File: src/rtl/vedic_pkg.sv
// Shared definitions for the sequential Urdhva Tiryagbhyam multiplier:
// FSM encoding, digit width and column-sum register sizing.
package vedic_pkg;

   typedef enum logic [1:0] {
      IDLE = 2'd0,
      CALC = 2'd1,
      DONE = 2'd2
   } state_t;

   localparam int DIGIT_W = 2;

   // A column holds at most d products of 9. The carry settles below 3*d,
   // so the column sum plus carry stays under 12*d.
   function automatic int colsum_width(input int d);
      return $clog2(12 * d + 1);
   endfunction

endpackage

File: src/rtl/vedic_digit_mul.sv
// Combinational base-4 digit multiplier (2-bit x 2-bit -> 4-bit), built from
// the vertical/crosswise partial products of a 2x2 Vedic cell.
module vedic_digit_mul
   import vedic_pkg::*;
(
   input  logic [DIGIT_W-1:0]   i_a,
   input  logic [DIGIT_W-1:0]   i_b,
   output logic [2*DIGIT_W-1:0] o_p
);

   logic w_v0, w_x0, w_x1, w_v1, w_c1;

   // Vertical terms feed bits 0 and 2; the crosswise pair feeds bit 1.
   always_comb begin
      w_v0   = i_a[0] & i_b[0];
      w_x0   = i_a[1] & i_b[0];
      w_x1   = i_a[0] & i_b[1];
      w_v1   = i_a[1] & i_b[1];
      w_c1   = w_x0 & w_x1;
      o_p[0] = w_v0;
      o_p[1] = w_x0 ^ w_x1;
      o_p[2] = w_v1 ^ w_c1;
      o_p[3] = w_v1 & w_c1;
   end

endmodule

File: src/rtl/vedic_mult_seq.sv
// Multi-cycle Vedic multiplier: one crosswise column of base-4 digits per
// clock, valid/ready on both sides, optional two's-complement operands.
module vedic_mult_seq
   import vedic_pkg::*;
#(
   parameter int WIDTH = 8
)(
   input  logic               clk,
   input  logic               rst,
   input  logic               in_valid,
   output logic               in_ready,
   input  logic [WIDTH-1:0]   a,
   input  logic [WIDTH-1:0]   b,
   input  logic               signed_mode,
   output logic               out_valid,
   input  logic               out_ready,
   output logic [2*WIDTH-1:0] p,
   output logic               busy
);

   localparam int D    = WIDTH / 2;
   localparam int NCOL = 2 * D - 1;
   localparam int CSW  = colsum_width(D);
   localparam int CW   = $clog2(NCOL);
   localparam int PW   = 2 * WIDTH;

   state_t           r_state, w_state_nxt;
   logic [WIDTH-1:0] r_a, r_b, w_a_mag, w_b_mag;
   logic             r_neg;
   logic [CW-1:0]    r_col;
   logic [CSW-3:0]   r_carry, w_carry_nxt;
   logic [PW-1:0]    r_result, w_result_nxt, w_p_fin, r_p;
   logic             r_in_ready, r_out_valid, r_busy, w_last;
   logic [CSW-1:0]   w_colsum, w_t;
   logic [DIGIT_W-1:0]   w_bdig [D];
   logic [2*DIGIT_W-1:0] w_prod [D];

   // Multiplier k always takes A_k; its partner B_(col-k) is zero outside the column.
   always_comb begin
      for (int k = 0; k < D; k++) begin
         w_bdig[k] = 2'b00;
         for (int j = 0; j < D; j++) begin
            if ((k + j) == int'(r_col)) w_bdig[k] = r_b[2*j +: 2];
            else                        w_bdig[k] = w_bdig[k];
         end
      end
   end

   for (genvar k = 0; k < D; k++) begin : g_dm
      vedic_digit_mul u_dm (
         .i_a (r_a[2*k +: 2]),
         .i_b (w_bdig[k]),
         .o_p (w_prod[k])
      );
   end

   // Column adder, digit write-back and final sign fix-up.
   always_comb begin
      w_colsum = {CSW{1'b0}};
      for (int k = 0; k < D; k++) w_colsum = w_colsum + CSW'(w_prod[k]);
      w_t          = w_colsum + CSW'(r_carry);
      w_carry_nxt  = w_t[CSW-1:2];
      w_last       = (r_col == CW'(NCOL - 1));
      w_result_nxt = r_result;
      for (int c = 0; c < NCOL; c++) begin
         if (c == int'(r_col)) w_result_nxt[2*c +: 2] = w_t[1:0];
         else                  w_result_nxt[2*c +: 2] = w_result_nxt[2*c +: 2];
      end
      if (w_last) w_result_nxt[PW-1 -: 2] = w_carry_nxt[1:0];
      else        w_result_nxt[PW-1 -: 2] = w_result_nxt[PW-1 -: 2];
      if (r_neg)  w_p_fin = ~w_result_nxt + PW'(1'b1);
      else        w_p_fin = w_result_nxt;
   end

   // Operand magnitudes; the most negative value maps to 2^(WIDTH-1) unchanged.
   always_comb begin
      if (signed_mode && a[WIDTH-1]) w_a_mag = ~a + WIDTH'(1'b1);
      else                           w_a_mag = a;
      if (signed_mode && b[WIDTH-1]) w_b_mag = ~b + WIDTH'(1'b1);
      else                           w_b_mag = b;
   end

   // Next-state logic.
   always_comb begin
      w_state_nxt = r_state;
      case (r_state)
         IDLE:    if (in_valid)  w_state_nxt = CALC; else w_state_nxt = IDLE;
         CALC:    if (w_last)    w_state_nxt = DONE; else w_state_nxt = CALC;
         DONE:    if (out_ready) w_state_nxt = IDLE; else w_state_nxt = DONE;
         default: w_state_nxt = IDLE;
      endcase
   end

   // State, datapath and registered handshake outputs.
   always_ff @(posedge clk or posedge rst) begin
      if (rst) begin
         r_state     <= IDLE;
         r_a         <= {WIDTH{1'b0}};
         r_b         <= {WIDTH{1'b0}};
         r_neg       <= 1'b0;
         r_col       <= {CW{1'b0}};
         r_carry     <= {(CSW-2){1'b0}};
         r_result    <= {PW{1'b0}};
         r_p         <= {PW{1'b0}};
         r_in_ready  <= 1'b1;
         r_out_valid <= 1'b0;
         r_busy      <= 1'b0;
      end else begin
         r_state     <= w_state_nxt;
         r_in_ready  <= (w_state_nxt == IDLE);
         r_out_valid <= (w_state_nxt == DONE);
         r_busy      <= (w_state_nxt != IDLE);
         case (r_state)
            IDLE: begin
               if (in_valid) begin
                  r_a      <= w_a_mag;
                  r_b      <= w_b_mag;
                  r_neg    <= signed_mode & (a[WIDTH-1] ^ b[WIDTH-1]);
                  r_col    <= {CW{1'b0}};
                  r_carry  <= {(CSW-2){1'b0}};
                  r_result <= {PW{1'b0}};
               end
            end
            CALC: begin
               r_result <= w_result_nxt;
               r_carry  <= w_carry_nxt;
               r_col    <= r_col + CW'(1'b1);
               if (w_last) r_p <= w_p_fin;
            end
            default: begin
               r_p <= r_p;
            end
         endcase
      end
   end

   assign in_ready  = r_in_ready;
   assign out_valid = r_out_valid;
   assign busy      = r_busy;
   assign p         = r_p;

endmodule

File: config.mk
export PLATFORM = sky130hd
export DESIGN_NAME = vedic_mult_seq
export DESIGN_NICKNAME = d
export VERILOG_FILES = /design/src/rtl/vedic_pkg.sv /design/src/rtl/vedic_digit_mul.sv /design/src/rtl/vedic_mult_seq.sv
export SDC_FILE = /design/constraint.sdc
export NUM_CORES = 1
export LEC_CHECK = 0
export ABC_AREA = 1
export CORE_ASPECT_RATIO = 1.1
export CORE_MARGIN = 2
export CORE_UTILIZATION = 55
export CTS_CLUSTER_DIAMETER = 100
export DETAILED_ROUTE_END_ITERATION = 8
export PLACE_DENSITY = 0.77
export SLEW_MARGIN = 10
export SYNTH_ARGS = -nofsm -noshare
export SYNTH_HDL_FRONTEND = slang
export SYNTH_HIERARCHICAL = 1
export SYNTH_SLANG_ARGS = --single-unit
export TNS_END_PERCENT = 10
File: constraint.sdc
create_clock -name clk -period 5.59 [get_ports clk]
set_clock_uncertainty 0.1 [all_clocks]
set_input_delay 1.118 -clock clk [delete_from_list [all_inputs] [get_ports clk]]
set_output_delay 1.118 -clock clk [all_outputs]
set_load 0.005 [all_outputs]
# Yosys cells after proc, flatten, opt, wreduce, memory -nomap -nowiden

Index checks and enable logic that the tools add are counted.

Flip-flop bits (word level): 61
Word-level logic and storage cells: 114
RAM bits: 0
Input port bits: 21
Output and inout bits: 19
Memories kept: 0
ROM bits: 0
Bits in latches: 0

Equality and inequality tests: 11
Bitwise operators: 37
Magnitude comparators: 0
Reductions and logical operators: 10
Multiplexer cells: 37
Div/mod/pow operators: 0
Shifts and indexed selects: 0
$mul: 0
$add $sub $neg: 8

Operators with widths:

| operator              | count |
|---|---|
| $mux 2                | 26 |
| $mux 16               | 2 |
| $pmux 16 s2           | 1 |
| $and 1x1->1           | 25 |
| $add 16x1->16 const B | 1 |
| $add 8x1->8 const B   | 2 |
| $mux 8                | 2 |
| $not 16->16           | 1 |
| $not 8->8             | 2 |
| $add 6x4->6           | 2 |
| $eq 3x3->1 const A    | 4 |
| $xor 1x1->1           | 9 |
| $pmux 4 s2            | 1 |
| $add 5x4->6           | 1 |
| $eq 2x3->1 const A    | 2 |
| $pmux 2 s3            | 1 |
| $pmux 3 s2            | 1 |
| $reduce_and 2->1      | 3 |
| $add 4x4->5           | 1 |
| $eq 2x2->1 const B    | 2 |
| $logic_not 2->1       | 2 |
| $mux 4                | 1 |
| $reduce_bool 2->1     | 2 |
| $add 3x1->3 const B   | 1 |
| 7 further kinds       | 8 |

# Depth between registers and ports, before layout

Gate-level depths: netlist (run 1).

Word-level depth: 16
Gate-level depth with buffers: 30
Gate-level depth less buffers: 29

# By module

Netlist (run 1), hierarchy kept.

By module, submodules not included:

| module          | instances | cells an instance | sequential area each (um^2) | area each (um^2) |
|---|---|---|---|---|
| vedic_mult_seq  | 1         | 518               | 1,527.7                     | 3,985.1 |
| vedic_digit_mul | 4         | 11                | 0.0                         | 62.6 |

# Worst setup path after synthesis (run 1)

Ideal clock, no wire load.

Path type: register to register
From: register r_col[0]
To: register r_p[15], in the netlist p[15]
Clock period less this slack: 4.938 ns
Setup time: 0.117 ns
Path slack: 0.652 ns
Arrival: 4.720 ns
Buffers on the path: 1
Cell stages (with the launch flop): 26
Required time: 5.373 ns
Cell sequence: dfrtp_1 inv_1 ha_1 nand2_1 clkbuf_1 o311ai_0 o211ai_1 o21ai_0 nand2_1 inv_1 ha_1 ha_1 fa_1 fa_1 fa_1 inv_1 fa_1 nand3_1 nand2_1 nand2_1 nor2_1 nand2_1 nand2_1 nand3_1 nand3_1 nand2_1

RTL lines:

| what                     | RTL line              | source |
|---|---|---|
| start: declaration       | vedic_mult_seq.sv:30  | `logic [CW-1:0] r_col;` |
| start signal: assignment | vedic_mult_seq.sv:101 | `r_col <= {CW{1'b0}};` |
| start signal: assignment | vedic_mult_seq.sv:119 | `r_col <= {CW{1'b0}};` |
| start signal: assignment | vedic_mult_seq.sv:127 | `r_col <= r_col + CW'(1'b1);` |
| end signal: assignment   | vedic_mult_seq.sv:104 | `r_p <= {PW{1'b0}};` |
| end signal: assignment   | vedic_mult_seq.sv:128 | `if (w_last) r_p <= w_p_fin;` |
| end signal: assignment   | vedic_mult_seq.sv:131 | `r_p <= r_p;` |
| end: declaration         | vedic_mult_seq.sv:32  | `logic [PW-1:0] r_result, w_result_nxt, w_p_fin, r_p;` |

==> summary.md, run 1 <==
| Metric | Value |
|---|---|
| Register bit count reported by yosys | 61 |
| Die area | 8419 µm² |
| Syn nets | approximately 620 |
| Initial antenna violation count | 0 |
| Die Wd | 87.67 µm |
| Hold buffers post-CTS | 0 |
| Synth Flop Type | dfrtp_1 |
| Fmax | 192.0 MHz |
| H-tree depth | 3 |
| Dpl cells | 694 |
| Clock tree buffer depth | 2 |
| VDD IR max | 0.0002091 V |
| Core Util, Final | 65.91% |
| Post-synth EDFFs | 0 |
| I/O pin total | 40 |
| Xor/xnor share of the synthesized area | 2.688% |
| DR vias | 3804 |
| Share of post-route cells with drive strength above 1 | 8.264% |
| Area share of the largest cell type after synthesis | 35.45% |
| First-pass GRT wire length | 16620 µm |
| Final setup vio count | 0 |
| Area share of fa/ha/maj cells after synthesis | 11.99% |
| Synth Area in Simple Gates | 25.49% |
| Most frequent cells after synthesis | nand2_1, inv_1, dfrtp_1 |
| CP Capture Type | flip-flop |
| Final period utilization | 93.15% |
| Top-count cell post-synth | nand2_1 |
| Initial DRC count | 142 |
| Switching fraction of total power | 48.53% |
| Slowest CP cell | fa_1 |
| Via-to-Cell Ratio | 5.358 |
| Critical-path maximum fanout | 9 |
| CP Buf/Inv Count | 4 |
| # nets final | about 660 |
| Mapped cell area | 4235 µm² |
| Combinational power share | 61.5% |
| Buffers on Ports | 39 |
| Multi-input logic area | 2245 µm² |
| Ys async rst share | 100.0% |
| Sequential power share | 25.2% |
| Max cap viols | 0 |
| Die height | 96.04 µm |
| Number of global-route vias before repair | around 3700 |
| Largest net degree at the start of global routing | 54 |
| DP HPWL | ~7500 µm |
| Synth Instances | about 560 |
| Antenna viol nets, final | 0 |
| Sinks on Clock Net | 61 |
| PD cells | ~620 nW/µm² |
| Placer Congestion | 0.9156 |
| Layout fillers | 665 |
| Sequential area share after synthesis | 36.07% |
| Worst path max stage delay | 520 ps |
| Number of core rows | 33 |
| Status | complete, no violations |
| Cell taking the most area after synthesis | dfrtp_1 |
| Int Pwr | 1578 µW |
| Arrival time at the worst endpoint | 5340 ps |
| Worst rel slew slack | 46.69% |
| Yosys warnings | 6 |
| Root Driver | clkbuf_8 |
| Hold_ws | 378.3 ps |
| Minimum clock period | 5207 ps |
| Slew Viols, Final | 0 |
| Fin cells | 710 |
| Combinational family with the most area after synthesis | simple AND/OR/NAND/NOR gates |
| Final hold vios | 0 |
| Fin Setup TNS | 0 ps |
| Worst slew pin tran | 798.8 ps |
| Crit path max-delay family | adder cells |
| Total GRT Usage | 25.44% |
| Sequential cell area | 1528 µm² |
| Leak | around 0.0027 µW |
| DRT Pass-1 Iters | 4 |
| Core area | 7473 µm² |
| Min-Delay Path Class | reg -> reg |
| CP required | 5730 ps |
| Multiplexer share of the synthesized area | 0% |
| Routed WL per cell | 13.86 µm |
| Area Overhead vs Synth | 16.31% |
| Clock-pin slew on the worst setup and hold paths | 70 ps |
| Syn avg cell area | about 7.5 µm² |
| Antenna cells | 0 |
| Synth Area in Compound Gates | 12.47% |
| NetSw | 1488 µW |
| Crit Path Category | reg -> reg |
| Clk Latency, worst-skew pair | 350 ps |
| CTS Buf Count | 9 |
| Most used cell, CP | nand2_1 |
| Gr ovfl total | 0 |
| CTS tree | done |
| Drt drc | 0 |
| Starting Density | 56.67% |
| RSZ-0062 raised after global routing | no |
| Total Routed Length | 9844 µm |
| Netlist cell types | 35 |
| Synth top area cells | dfrtp_1, nand2_1, inv_1 |
| Power share of the clock group | 13.4% |
| Startpoint types | flip-flop |
## layer usage
layer  vias up  GRT usage [%]  wire length, µm
li1       1875              -                -
met1      1798          30.88             4223
met2       108          44.63             4924
met3        23          4.717              444
met4         0          9.744              252
met5         -              0                0
## final cells by class
class	instances	share of cell area [%]
clock buffers	12	3.150
clock inverters	4	0.9652
inverters	98	7.493
multi-input cells	383	45.57
flip-flops and latches	61	31.01
well taps	105	2.667
repair buffers	47	9.144
## path summary, 6_finish.rpt
path	from	endpoint	slack, ps	depth (start not counted)
max	r_col[0]	p[12]	380	25
min	p[11]	p[11]	380	2
max reg2reg	r_col[0]	p[12]	380	25
min reg2reg	p[11]	p[11]	380	2
max in group asynchronous	rst	r_a[7]	3600	3
min in group asynchronous	rst	r_carry[0]	890	2
## cells in the final DEF (no fill, tap or decap), types with 5 or more instances in the layout
cell type / synthesis / layout
o22ai_1: 19 / 19
buf_4: 6 / 8
o21ai_0: 38 / 38
nor2_1: 20 / 20
inv_2: 4 / 5
nand3_1: 47 / 47
dfrtp_1: 60 / 60
a21oi_1: 7 / 7
nand2_2: 8 / 9
ha_1: 23 / 22
fa_1: 11 / 11
clkbuf_8: 0 / 11
a31oi_1: 5 / 5
o211ai_1: 8 / 8
nand2_1: 151 / 150
xor2_1: 13 / 13
inv_1: 93 / 92
clkdlybuf4s50_1: 0 / 39
## worst register-to-register path: stages, from the launching register on
cell and delay, ps:
dfrtp_1 430, ha_1 270, ha_4 210, o311ai_0 330
o211ai_1 130, o21ai_0 120, nand2_1 80, inv_1 50
ha_1 210, inv_1 70, fa_1 430, fa_1 520
inv_1 50, fa_1 460, ha_1 340, inv_1 140
nand3_1 130, nand2_2 120, ha_1 210, nand2_1 70
nor2_1 190, nand2_1 100, nand2_1 100, nand3_1 90
nand3_1 90, nand2_1 50
## power by group through the flow
stage               sequential (µW)  clock, µW  combinational (µW)
floorplan                       734          0                1340
global placement                770          0                1810
detailed placement              776          0                1850
CTS                             770        414                1860
global route                    790        434                2130
finish                          772        410                1880
## through the flow
stage | total power, µW | setup slack, ps | cell area (µm²)
detailed placement | 2630 | 274.0 | 4708
global placement | 2577 | 346.4 | 4708
finish | 3065 | 383.0 | 4926
CTS | 3048 | 260.1 | 4911
global route | 3354 | 46.68 | 4926
floorplan | 2075 | 652.4 | 4235
## state kept, by name (all words and copies together) (netlist names)
| signal | cells |
|---|---|
| out_valid | 1 |
| in_ready | 1 |
| busy | 1 |
| r_b | 8 |
| r_state | 2 |
| r_a | 8 |
| p | 16 |
| r_col | 3 |
| r_carry | 4 |
| r_neg | 1 |
| r_result | 16 |
## kinds of logic (layout without fill, tap and decap cells)
| kind of cell | count (synthesis) | count (layout) |
|---|---|---|
| AOI/OAI and AO/OA | 90 | 90 |
| buffers and inverters | 118 | 161 |
| and+or+nand+nor | 246 | 246 |
| xor gates and xnor gates | 13 | 13 |
| adders and majority gates | 34 | 34 |
| DFF | 61 | 61 |
## timing repair
| action | CTS | global route |
|---|---|---|
| setup buffers | 0 | 0 |
| endpoints found under the setup margin | 0 | 10 |
| resized for setup | 0 | 3 |
No activity file was read; power rests on OpenSTA's default activity.
==> inputs of run 2 (changes only) <==
- SYNTH_HIERARCHICAL: 1 -> not set
==> summary.md, run 2 <==
| Metric | Value |
|---|---|
| Status | complete, no violations |
| Antenna viol nets, final | 0 |
| Final period utilization | between 90 and 100% |
| Final setup vio count | 0 |
| Most used cell, CP | ha_1 |
| Sequential area share after synthesis | 35.80% |
| Arrival time at the worst endpoint | approximately 5500 ps |
| Antenna cells | 0 |
| Max cap viols | 0 |
| Die Wd | 87.99 µm |
| Routed WL per cell | 13.56 µm |
| Netlist cell types | 41 |
| Number of core rows | 33 |
| Ys async rst share | 100.0% |
| Most frequent cells in the layout | nand2_1, inv_1, dfrtp_1, o21ai_0, clkdlybuf4s50_1 |
| Die area | 8481 µm² |
| Via-to-Cell Ratio | between 5 and 6 |
| Final hold vios | 0 |
| Number of global-route vias before repair | 3691 |
| Syn nets | roughly 600 |
| Fmax | 188.2 MHz |
| CP required | 5740 ps |
| Core area | 7473 µm² |
| Clk Latency, worst-skew pair | between 300 and 400 ps |
| Starting Density | 57.11% |
| PD cells | ~660 nW/µm² |
| Critical-path maximum fanout | 11 |
| Leak | 0.002482 µW |
| Worst slew pin tran | 788.1 ps |
| Worst rel slew slack | 47.27% |
| Hold buffers post-CTS | 0 |
| Sinks on Clock Net | 61 |
| Gr ovfl total | 0 |
| Most frequent cells after synthesis | nand2_1, inv_1, dfrtp_1 |
| Clock-pin slew on the worst setup and hold paths | 70 ps |
| Post-CTS setup buffers | 0 |
| Slowest CP cell | fa_1 |
| I/O pin total | 40 |
| Fin Setup TNS | 0 ps |
| Commonest non-fill, non-tap cell in the layout | nand2_1 |
| Area Overhead vs Synth | 16.45% |
| CTS tree | done |
| Drt drc | 0 |
| Layout fillers | 622 |
| Die height | around 96 µm |
| Total GRT Usage | 24.78% |
| DP HPWL | around 7100 µm |
| Syn avg cell area | 7.774 µm² |
| DRT Pass-1 Iters | 4 |
| Core Util, Final | 66.50% |
| CTS Buf Count | 9 |
| # nets final | 644 |
| Register bit count reported by yosys | 61 |
| Startpoint types | flip-flop |
| Total Routed Length | around 9500 µm |
| Slew Viols, Final | 0 |
| Clock tree buffer depth | 2 |
| Worst path max stage delay | 540 ps |
| Placer Congestion | 0.8826 |
| Share of post-route cells with drive strength above 1 | 11.11% |
| Post-synth EDFFs | 0 |
| H-tree depth | 3 |
| Root Driver | clkbuf_8 |
| Area share of the largest cell type after synthesis | 35.18% |
| Minimum clock period | 5312 ps |
| Initial DRC count | 165 |
| First-pass GRT wire length | 16240 µm |
| Mapped cell area | 4268 µm² |
| Synth top area cells | dfrtp_1, nand2_1, inv_1 |
| CP Cell Sequence | ha_1 -> ha_1 -> inv_2 -> o21ai_0 -> a31oi_1 -> a21oi_1 -> nor2_1 -> ha_1 -> fa_1 -> inv_1 -> fa_1 -> fa_1 -> inv_1 -> ha_1 -> inv_1 -> nand2_1 -> nand2_2 -> ha_1 -> nand2_2 -> o21ai_0 -> o21ai_0 -> a21oi_1 -> nor2_1 |
| Largest net degree at the start of global routing | 62 |
| Synth Instances | 549 |
| Crit Path Category | reg -> reg |
| Top-count cell post-synth | nand2_1 |
| Synth Flop Type | dfrtp_1 |
| VDD IR max | roughly 0.00025 V |
| DR vias | 3693 |
| Min-Delay Path Class | reg -> reg |
| Initial antenna violation count | 0 |
| CP Capture Type | flip-flop |
| Yosys warnings | 0 |
| Buffers on Ports | 39 |
| Cell taking the most area after synthesis | dfrtp_1 |
run 2: per-layer routing:
metal	vias to the layer above	global-route usage (%)	share of wire [%]
met1	1736	28.75	42
met3	21	5.523	3.9
met4	0	10.13	2.5
li1	1848	-	-
met2	88	44.13	51
met5	-	0	0
run 2: final cells by class:
type / instances / area [µm²] / share of cell area, %
multi-input combinational: 379 / 2305 / 46.37
sequential: 61 / 1528 / 30.74
timing repair buffer: 43 / 420.4 / 8.459
inverter: 95 / 361.6 / 7.276
clock buffer: 10 / 137.6 / 2.769
tap: 105 / 131.4 / 2.644
clock inverter: 6 / 86.33 / 1.737
run 2: where the power goes:
group          internal (µW)  switching [µW]
Sequential               638             136
Combinational            749            1310
Clock                    262             186
run 2: worst paths after layout:
kind / from / end / slack (ps) / cells after the start
setup / recovery: r_col[0] / p[4] / 280 / 23
hold / removal: p[9] / p[9] / 380 / 2
setup reg to reg: r_col[0] / p[4] / 280 / 23
hold reg to reg: p[9] / p[9] / 380 / 2
max in group asynchronous: rst / r_result[4] / 3670 / 3
min in group asynchronous: rst / r_carry[3] / 1190 / 3
run 2: through the flow:
step                      cell area [µm²]  std cells  setup slack, ps  total power (µW)  hold slack, ps
final                                4970        699            277.5              3284           378.9
after global routing                 4970        699           -17.59              3606           400.2
after detailed placement             4737        683            226.4              2822           365.3
after global placement               4737        683            452.5              2745           361.1
after floorplan                      4268        549            561.2              2303           353.0
after CTS                            4961        699            221.0              3280           384.2
run 2: kinds of logic (layout without fill, tap and decap cells):
family	Yosys count	after routing	synth area share [%]
AOI/OAI and AO/OA	106	106	14.28
xor gates and xnor gates	12	12	2.463
adders and majority gates	34	34	11.90
buffers and inverters	109	154	10.41
DFF	61	61	35.80
and+or+nand+nor	227	227	25.15
run 2: critical path: cells and delay by family (launching register included):
kind	cells	cell delay, ps
fa+ha+maj	8	2880
simple gates	5	480
flops	1	430
compound gates	6	840
buf+inv	4	480
run 2: what timing repair did:
| item | 4_1_cts | 5_1_grt |
|---|---|---|
| gates resized for setup | 0 | 4 |
| setup endpoints to repair | 0 | 9 |
| endpoints found under the hold margin | 0 | 0 |
==> inputs of run 3 (changes only) <==
- ABC_CLOCK_PERIOD_IN_PS: not set -> 5590
- SKIP_CTS_REPAIR_TIMING: not set -> 1
==> results of run 3 <==
Same layout as run 2: the final DEF is identical, and so are final timing and power.
